**src/rtl/step_dir_pkg.sv**
```systemverilog
`default_nettype none
// ============================================================================
//  Module      : step_dir_pkg
//  Description : Shared types and constants for the step/direction driver.
//                - state_e       : move FSM states
//                - WIDTH_DEFAULT : default position/target width
//                - HALF          : tie threshold for shortest-path selection
//                - half_of()     : 2^(w-1) for an arbitrary width
//  Revision    : 1.0 - initial release
// ============================================================================
package step_dir_pkg;

    localparam int unsigned WIDTH_DEFAULT = 4;

    // A distance of exactly half the ring is resolved in the up direction.
    function automatic int unsigned half_of(input int unsigned w);
        return 32'd1 << (w - 1);
    endfunction

    localparam int unsigned HALF = half_of(WIDTH_DEFAULT);

    typedef enum logic [2:0] {
        ST_IDLE  = 3'd0,
        ST_SETUP = 3'd1,
        ST_STEP  = 3'd2,
        ST_GAP   = 3'd3,
        ST_DONE  = 3'd4
    } state_e;

endpackage : step_dir_pkg
`default_nettype wire

```
**src/rtl/step_gap_timer.sv**
```systemverilog
`default_nettype none
// ============================================================================
//  Module      : step_gap_timer
//  Description : Down-counter that times the idle cycles between step pulses.
//                Loaded with STEP_GAP-1, it counts down while running and
//                flags expiry during the last gap cycle.
//  Ports       : clk, rst      - clock, synchronous active-high reset
//                i_load        - reload the counter (asserted in STEP)
//                i_run         - count down (asserted in GAP)
//                o_expired     - current cycle is the final gap cycle
//  Revision    : 1.0 - initial release
// ============================================================================
module step_gap_timer #(
    parameter int STEP_GAP = 4
) (
    input  logic clk,
    input  logic rst,
    input  logic i_load,
    input  logic i_run,
    output logic o_expired
);

    localparam int CW = (STEP_GAP > 2) ? $clog2(STEP_GAP) : 1;
    localparam logic [CW-1:0] C_LOAD = CW'(STEP_GAP - 1);
    localparam logic [CW-1:0] C_ONE  = CW'(1);

    logic [CW-1:0] r_cnt_q;
    logic [CW-1:0] w_cnt_d;

    always_comb begin
        w_cnt_d = r_cnt_q;
        if (i_load) begin
            w_cnt_d = C_LOAD;
        end else if (i_run && (r_cnt_q != '0)) begin
            w_cnt_d = r_cnt_q - C_ONE;
        end
    end

    always_ff @(posedge clk) begin
        if (rst) begin
            r_cnt_q <= '0;
        end else begin
            r_cnt_q <= w_cnt_d;
        end
    end

    // The counter holds STEP_GAP-1 .. 1 across the gap cycles, so the value 1
    // marks the last one.
    assign o_expired = (r_cnt_q == C_ONE);

endmodule : step_gap_timer
`default_nettype wire

```
**src/rtl/step_dir_driver.sv**
```systemverilog
`default_nettype none
// ============================================================================
//  Module      : step_dir_driver
//  Description : Step/direction command generator for a modulo-2^WIDTH
//                up/down counter. Accepts a target, picks the shortest path,
//                emits spaced one-cycle step pulses with a pre-set direction
//                and tracks a shadow copy of the counter position.
//  Ports       : clk, rst                   - clock, sync active-high reset
//                target_valid/target_ready  - target handshake
//                target[WIDTH-1:0]          - requested position
//                step                       - one-cycle move pulse
//                S                          - direction (1 = up, 0 = down)
//                pos[WIDTH-1:0]             - shadow position
//                busy                       - move in progress
//                done                       - one-cycle move-complete pulse
//  Revision    : 1.0 - initial release
// ============================================================================
module step_dir_driver
    import step_dir_pkg::*;
#(
    parameter int WIDTH    = WIDTH_DEFAULT,
    parameter int STEP_GAP = 4
) (
    input  logic             clk,
    input  logic             rst,
    input  logic             target_valid,
    output logic             target_ready,
    input  logic [WIDTH-1:0] target,
    output logic             step,
    output logic             S,
    output logic [WIDTH-1:0] pos,
    output logic             busy,
    output logic             done
);

    localparam logic [WIDTH-1:0] C_HALF = WIDTH'(half_of(WIDTH));
    localparam logic [WIDTH-1:0] C_ONE  = WIDTH'(1);

    state_e           r_state_q, w_state_d;
    logic [WIDTH-1:0] r_pos_q,   w_pos_d;
    logic [WIDTH-1:0] r_rem_q,   w_rem_d;
    logic             r_dir_q,   w_dir_d;

    logic [WIDTH-1:0] w_delta;
    logic [WIDTH-1:0] w_rem_dec;
    logic             w_accept;
    logic             w_gap_expired;

    assign w_delta   = target - r_pos_q;
    assign w_rem_dec = r_rem_q - C_ONE;
    assign w_accept  = target_valid && (r_state_q == ST_IDLE);

    step_gap_timer #(
        .STEP_GAP (STEP_GAP)
    ) u_gap_timer (
        .clk       (clk),
        .rst       (rst),
        .i_load    (r_state_q == ST_STEP),
        .i_run     (r_state_q == ST_GAP),
        .o_expired (w_gap_expired)
    );

    // ---------------- state and datapath registers ----------------
    always_ff @(posedge clk) begin
        if (rst) begin
            r_state_q <= ST_IDLE;
            r_pos_q   <= '0;
            r_rem_q   <= '0;
            r_dir_q   <= 1'b0;
        end else begin
            r_state_q <= w_state_d;
            r_pos_q   <= w_pos_d;
            r_rem_q   <= w_rem_d;
            r_dir_q   <= w_dir_d;
        end
    end

    // ---------------- next-state and datapath ----------------
    always_comb begin
        w_state_d = r_state_q;
        w_pos_d   = r_pos_q;
        w_rem_d   = r_rem_q;
        w_dir_d   = r_dir_q;
        case (r_state_q)
            ST_IDLE: begin
                if (w_accept) begin
                    if (w_delta == '0) begin
                        w_state_d = ST_DONE;
                    end else begin
                        w_state_d = ST_SETUP;
                        // Direction is latched here so it is already stable
                        // during SETUP, a full cycle ahead of the first step.
                        if (w_delta <= C_HALF) begin
                            w_dir_d = 1'b1;
                            w_rem_d = w_delta;
                        end else begin
                            w_dir_d = 1'b0;
                            w_rem_d = '0 - w_delta;
                        end
                    end
                end
            end
            ST_SETUP: begin
                w_state_d = ST_STEP;
            end
            ST_STEP: begin
                w_pos_d   = r_dir_q ? (r_pos_q + C_ONE) : (r_pos_q - C_ONE);
                w_rem_d   = w_rem_dec;
                w_state_d = (w_rem_dec != '0) ? ST_GAP : ST_DONE;
            end
            ST_GAP: begin
                if (w_gap_expired) begin
                    w_state_d = ST_STEP;
                end
            end
            ST_DONE: begin
                w_state_d = ST_IDLE;
            end
            default: begin
                w_state_d = ST_IDLE;
            end
        endcase
    end

    // ---------------- outputs ----------------
    always_comb begin
        step         = (r_state_q == ST_STEP);
        done         = (r_state_q == ST_DONE);
        busy         = (r_state_q != ST_IDLE);
        target_ready = (r_state_q == ST_IDLE);
        S            = r_dir_q;
        pos          = r_pos_q;
    end

endmodule : step_dir_driver
`default_nettype wire
```
**config.mk**
```make
export PLATFORM = sky130hd
export DESIGN_NAME = step_dir_driver
export DESIGN_NICKNAME = d
export VERILOG_FILES = /design/src/rtl/step_dir_pkg.sv /design/src/rtl/step_gap_timer.sv /design/src/rtl/step_dir_driver.sv
export SDC_FILE = /design/constraint.sdc
export NUM_CORES = 1
export LEC_CHECK = 0
export CORE_MARGIN = 8
export CORE_UTILIZATION = 35
export CTS_CLUSTER_SIZE = 25
export DETAILED_ROUTE_END_ITERATION = 16
export GPL_ROUTABILITY_DRIVEN = 0
export PLACE_DENSITY = 0.66
export SLEW_MARGIN = 20
export SYNTH_ARGS = -nofsm -noshare
export SYNTH_HDL_FRONTEND = slang
export SYNTH_SLANG_ARGS = --single-unit
```
**constraint.sdc**
```tcl
create_clock -name clk -period 2.06 [get_ports clk]
set_clock_uncertainty 0.1 [all_clocks]
set_input_delay 0.206 -clock clk [delete_from_list [all_inputs] [get_ports clk]]
set_output_delay 0.206 -clock clk [all_outputs]
set_load 0.01 [all_outputs]
```
==> reports/qor.csv <==
stage;metric;value;unit
outcome;outcome;finished, violations left;
outcome;violations;setup timing;
worst_hold_path;hold_path.class;reg -> reg;
clocking;cts-root-buf;clkbuf_4;
route;drt_drc_violations_left;0;
job;drv_cap;0;
yosys;synth_seq_cells;14;
sta;tightest_slew;0.493;ns
clocking;post_cts_buffers;0;
sta;period_needed;2.14;ns
power_and_ir_drop;p_seq_share;23.3;%
sta;layout_setup_ws;-0.0806;ns
finish;area_growth;34.2;%
sta;finalCritPeriodShare;104;%
die;fp.dieArea;0.00495;mm²
yosys;syn_area;0.00103;mm²
placement;io_buffers;15;
sta;grt_setup_unrepaired;yes;
yosys;ys_seq_area_share;27.1;%
global_route;antenna_found_initial;0;
yosys;synth_nets;139;
route;finalWirelength;2.45;mm
finish;drive_above_1_share;29.5;%
power_and_ir_drop;ir_drop;0.000712;V
clocking;path_clk_slew;0.09;ns
finish;nets;166;
clocking;cts_tree;built;
finish;regArea;288;µm²
clocking;cts.sinks;14;
clocking;cts_made_buffers;3;
sta;drv_slew;0;
yosys;synth.avg_cell_area;8.62;µm²
yosys;ys_types;42;
die;pin_count;16;
die;dieWidth;70.4;µm
route;first_pass_iters;4;
die;initial_core_util;37.2;%
global_route;grt_pass1_wl;4.39;mm
worst_setup_path;timing.critical_path.to_type;register;
sta;hold_viol_final;0;
route;postRouteAntennaNets;0;
global_route;overflow;0;
placement;dpl_worst_slack;-0.472;ns
route;vias;951;
finish;post-route-cell-area;0.00139;mm²
global_route;globalRouteTotalUtil;10.5;%
sta;setup_violations;3;
placement;placed_area;0.00130;mm²
worst_setup_path;worstPathArrival;2.22;ns
worst_setup_path;critPathMaxFanout;5;
sta;clock.fmax;467;MHz
finish;multiInputGateArea;738;µm²
route;wire_per_inst;13.8;µm
power_and_ir_drop;power_frac_comb;66.8;%
clocking;insertion_delay;0.29;ns
sta;max-slew-margin-rel;66.7;%
worst_setup_path;path_class;reg -> reg;
route;drt_iter0_markers;55;
yosys;syn_inst;120;
finish;diodes;0;
clocking;cts_hold_buf;0;
clocking;clockBufferDepth;2;
power_and_ir_drop;power_switching_share;43.1;%
placement;post-dp-hpwl;1.89;mm
route;vias_per_cell;5.37;
yosys;yosysWarnings;0;
finish;nFillCells;252;
power_and_ir_drop;power_frac_clock;9.8;%
die;chipHeight;70.4;µm
power_and_ir_drop;leakagePower;0.551;nW
worst_setup_path;cp-start-kind;register;
die;fp-row-count;19;
die;core_area;0.00278;mm²
clocking;ctsHtreeMaxLevel;1;
power_and_ir_drop;p_int;1.19;mW
worst_setup_path;required;2.14;ns
global_route;grt_max_degree;13;
global_route;grt_pass1_vias;958;
power_and_ir_drop;powerDensity;1510;mW/mm²
power_and_ir_drop;p_switching;0.904;mW
==> worst max-delay path, stage by stage, from the launching register on <==
cell and delay (ns):
dfxtp_4 0.36, ha_4 0.15, fa_1 0.50, ha_2 0.20, and2_4 0.17, o21ai_4 0.06
and3_4 0.20, o311a_1 0.28
==> power groups by stage <==
| stage | Combinational [mW] | Sequential (mW) | Clock, mW |
|---|---|---|---|
| final | 1.40 | 0.489 | 0.206 |
| after CTS | 1.37 | 0.486 | 0.206 |
| after global placement | 1.29 | 0.485 | 0 |
| after floorplan | 0.873 | 0.490 | 0 |
| after global routing | 1.55 | 0.512 | 0.218 |
| after detailed placement | 1.32 | 0.490 | 0 |
==> synthesized netlist by cell type <==
cell / n / area share (%)
inv_1: 11 / 4.0
o41ai_2: 1 / 1.6
a311oi_1: 1 / 0.85
o22ai_1: 3 / 1.8
nand2b_1: 2 / 1.2
dfxtp_1: 14 / 27
buf_4: 2 / 1.5
fa_1: 2 / 3.9
nor2b_2: 1 / 0.85
a22oi_1: 1 / 0.73
nor3b_1: 1 / 0.73
or3_1: 1 / 0.60
or3_4: 1 / 1.1
xnor2_1: 2 / 1.7
a21oi_2: 1 / 0.85
nand2b_2: 1 / 0.85
a22o_1: 1 / 0.85
nor2_2: 1 / 0.60
xor2_1: 4 / 3.4
buf_6: 1 / 1.1
o21ai_0: 4 / 1.9
a21oi_1: 10 / 4.8
o21ai_2: 1 / 0.85
nor2_1: 8 / 2.9
clkinv_4: 1 / 0.85
nor3_1: 6 / 2.9
o311ai_0: 1 / 0.85
nand3b_1: 3 / 2.2
nor4_1: 1 / 0.60
a221oi_1: 2 / 1.7
a21o_1: 1 / 0.73
nand3_1: 2 / 0.97
a31oi_1: 3 / 1.8
a211oi_1: 1 / 0.73
o22a_2: 1 / 0.97
buf_2: 2 / 0.97
ha_1: 10 / 12
and2_1: 1 / 0.60
o311a_1: 1 / 0.97
and3_4: 2 / 2.2
nand2_1: 6 / 2.2
mux2_2: 1 / 1.1
==> path summary, 6_finish.rpt <==
path | start | depth (start not counted) | end | slack, ns
setup / recovery | pos[0] | 7 | r_rem_q[2] | -0.08
hold / removal | r_rem_q[3] | 2 | r_rem_q[3] | 0.39
setup reg to reg | pos[0] | 7 | r_rem_q[2] | -0.08
hold reg to reg | r_rem_q[3] | 2 | r_rem_q[3] | 0.39
==> flip-flops by register name (all words and copies together) (netlist names) <==
register,cells
S,1
pos,4
r_rem_q,4
r_state_q,3
u_gap_timer.r_cnt_q,2
==> layout make-up <==
type                    instances  area share (%)
well taps                      31            2.79
multi-input cells              89            53.2
inverters                      12            3.60
flip-flops and latches         14            20.7
clock buffers                   4            2.61
repair buffers                 27            17.1
==> layout by cell type (no fill, tap or decap), types with 5 or more instances in the layout <==
cell / count
nand2_1: 6
inv_1: 10
buf_4: 12
clkdlybuf4s50_1: 13
dfxtp_1: 10
a21oi_1: 9
nor3_1: 5
ha_1: 8
nor2_1: 7
==> routing by layer <==
metal	vias to the layer above	wire [µm]	track usage (%)	share of wire [%]
met4	0	36	4.02	1.5
li1	484	-	-	-
met5	-	0	0	0
met2	19	1170	16.6	48
met3	4	126	3.67	5.1
met1	444	1120	12.7	46
==> cells by family (layout without fill, tap and decap cells) <==
family	Yosys count	after routing	synth area share, %
AND/OR/NAND/NOR	37	37	20.4
buffers and inverters	17	43	8.34
XOR/XNOR	6	6	5.08
adder cells (fa/ha/maj)	12	12	16.0
AO/OA/AOI/OAI	33	33	22.0
multiplexers	1	1	1.09
flip-flops	14	14	27.1
==> timing repair <==
item,CTS,global route
pin swaps,4,1
setup endpoints to repair,8,9
resized for setup,9,8
==> stage by stage <==
step,std cells,hold slack (ns),util (%),power (mW),setup TNS (ns)
detailed placement,173,0.378,46.7,1.81,-2.98
floorplan,120,0.213,-,1.36,-0.138
global placement,173,0.374,46.7,1.77,-2.92
finish,177,0.394,49.9,2.10,-0.171
CTS,177,0.391,49.0,2.06,-0.116
global route,177,0.419,49.9,2.28,-0.639
Power figures use the tool's default switching activity.
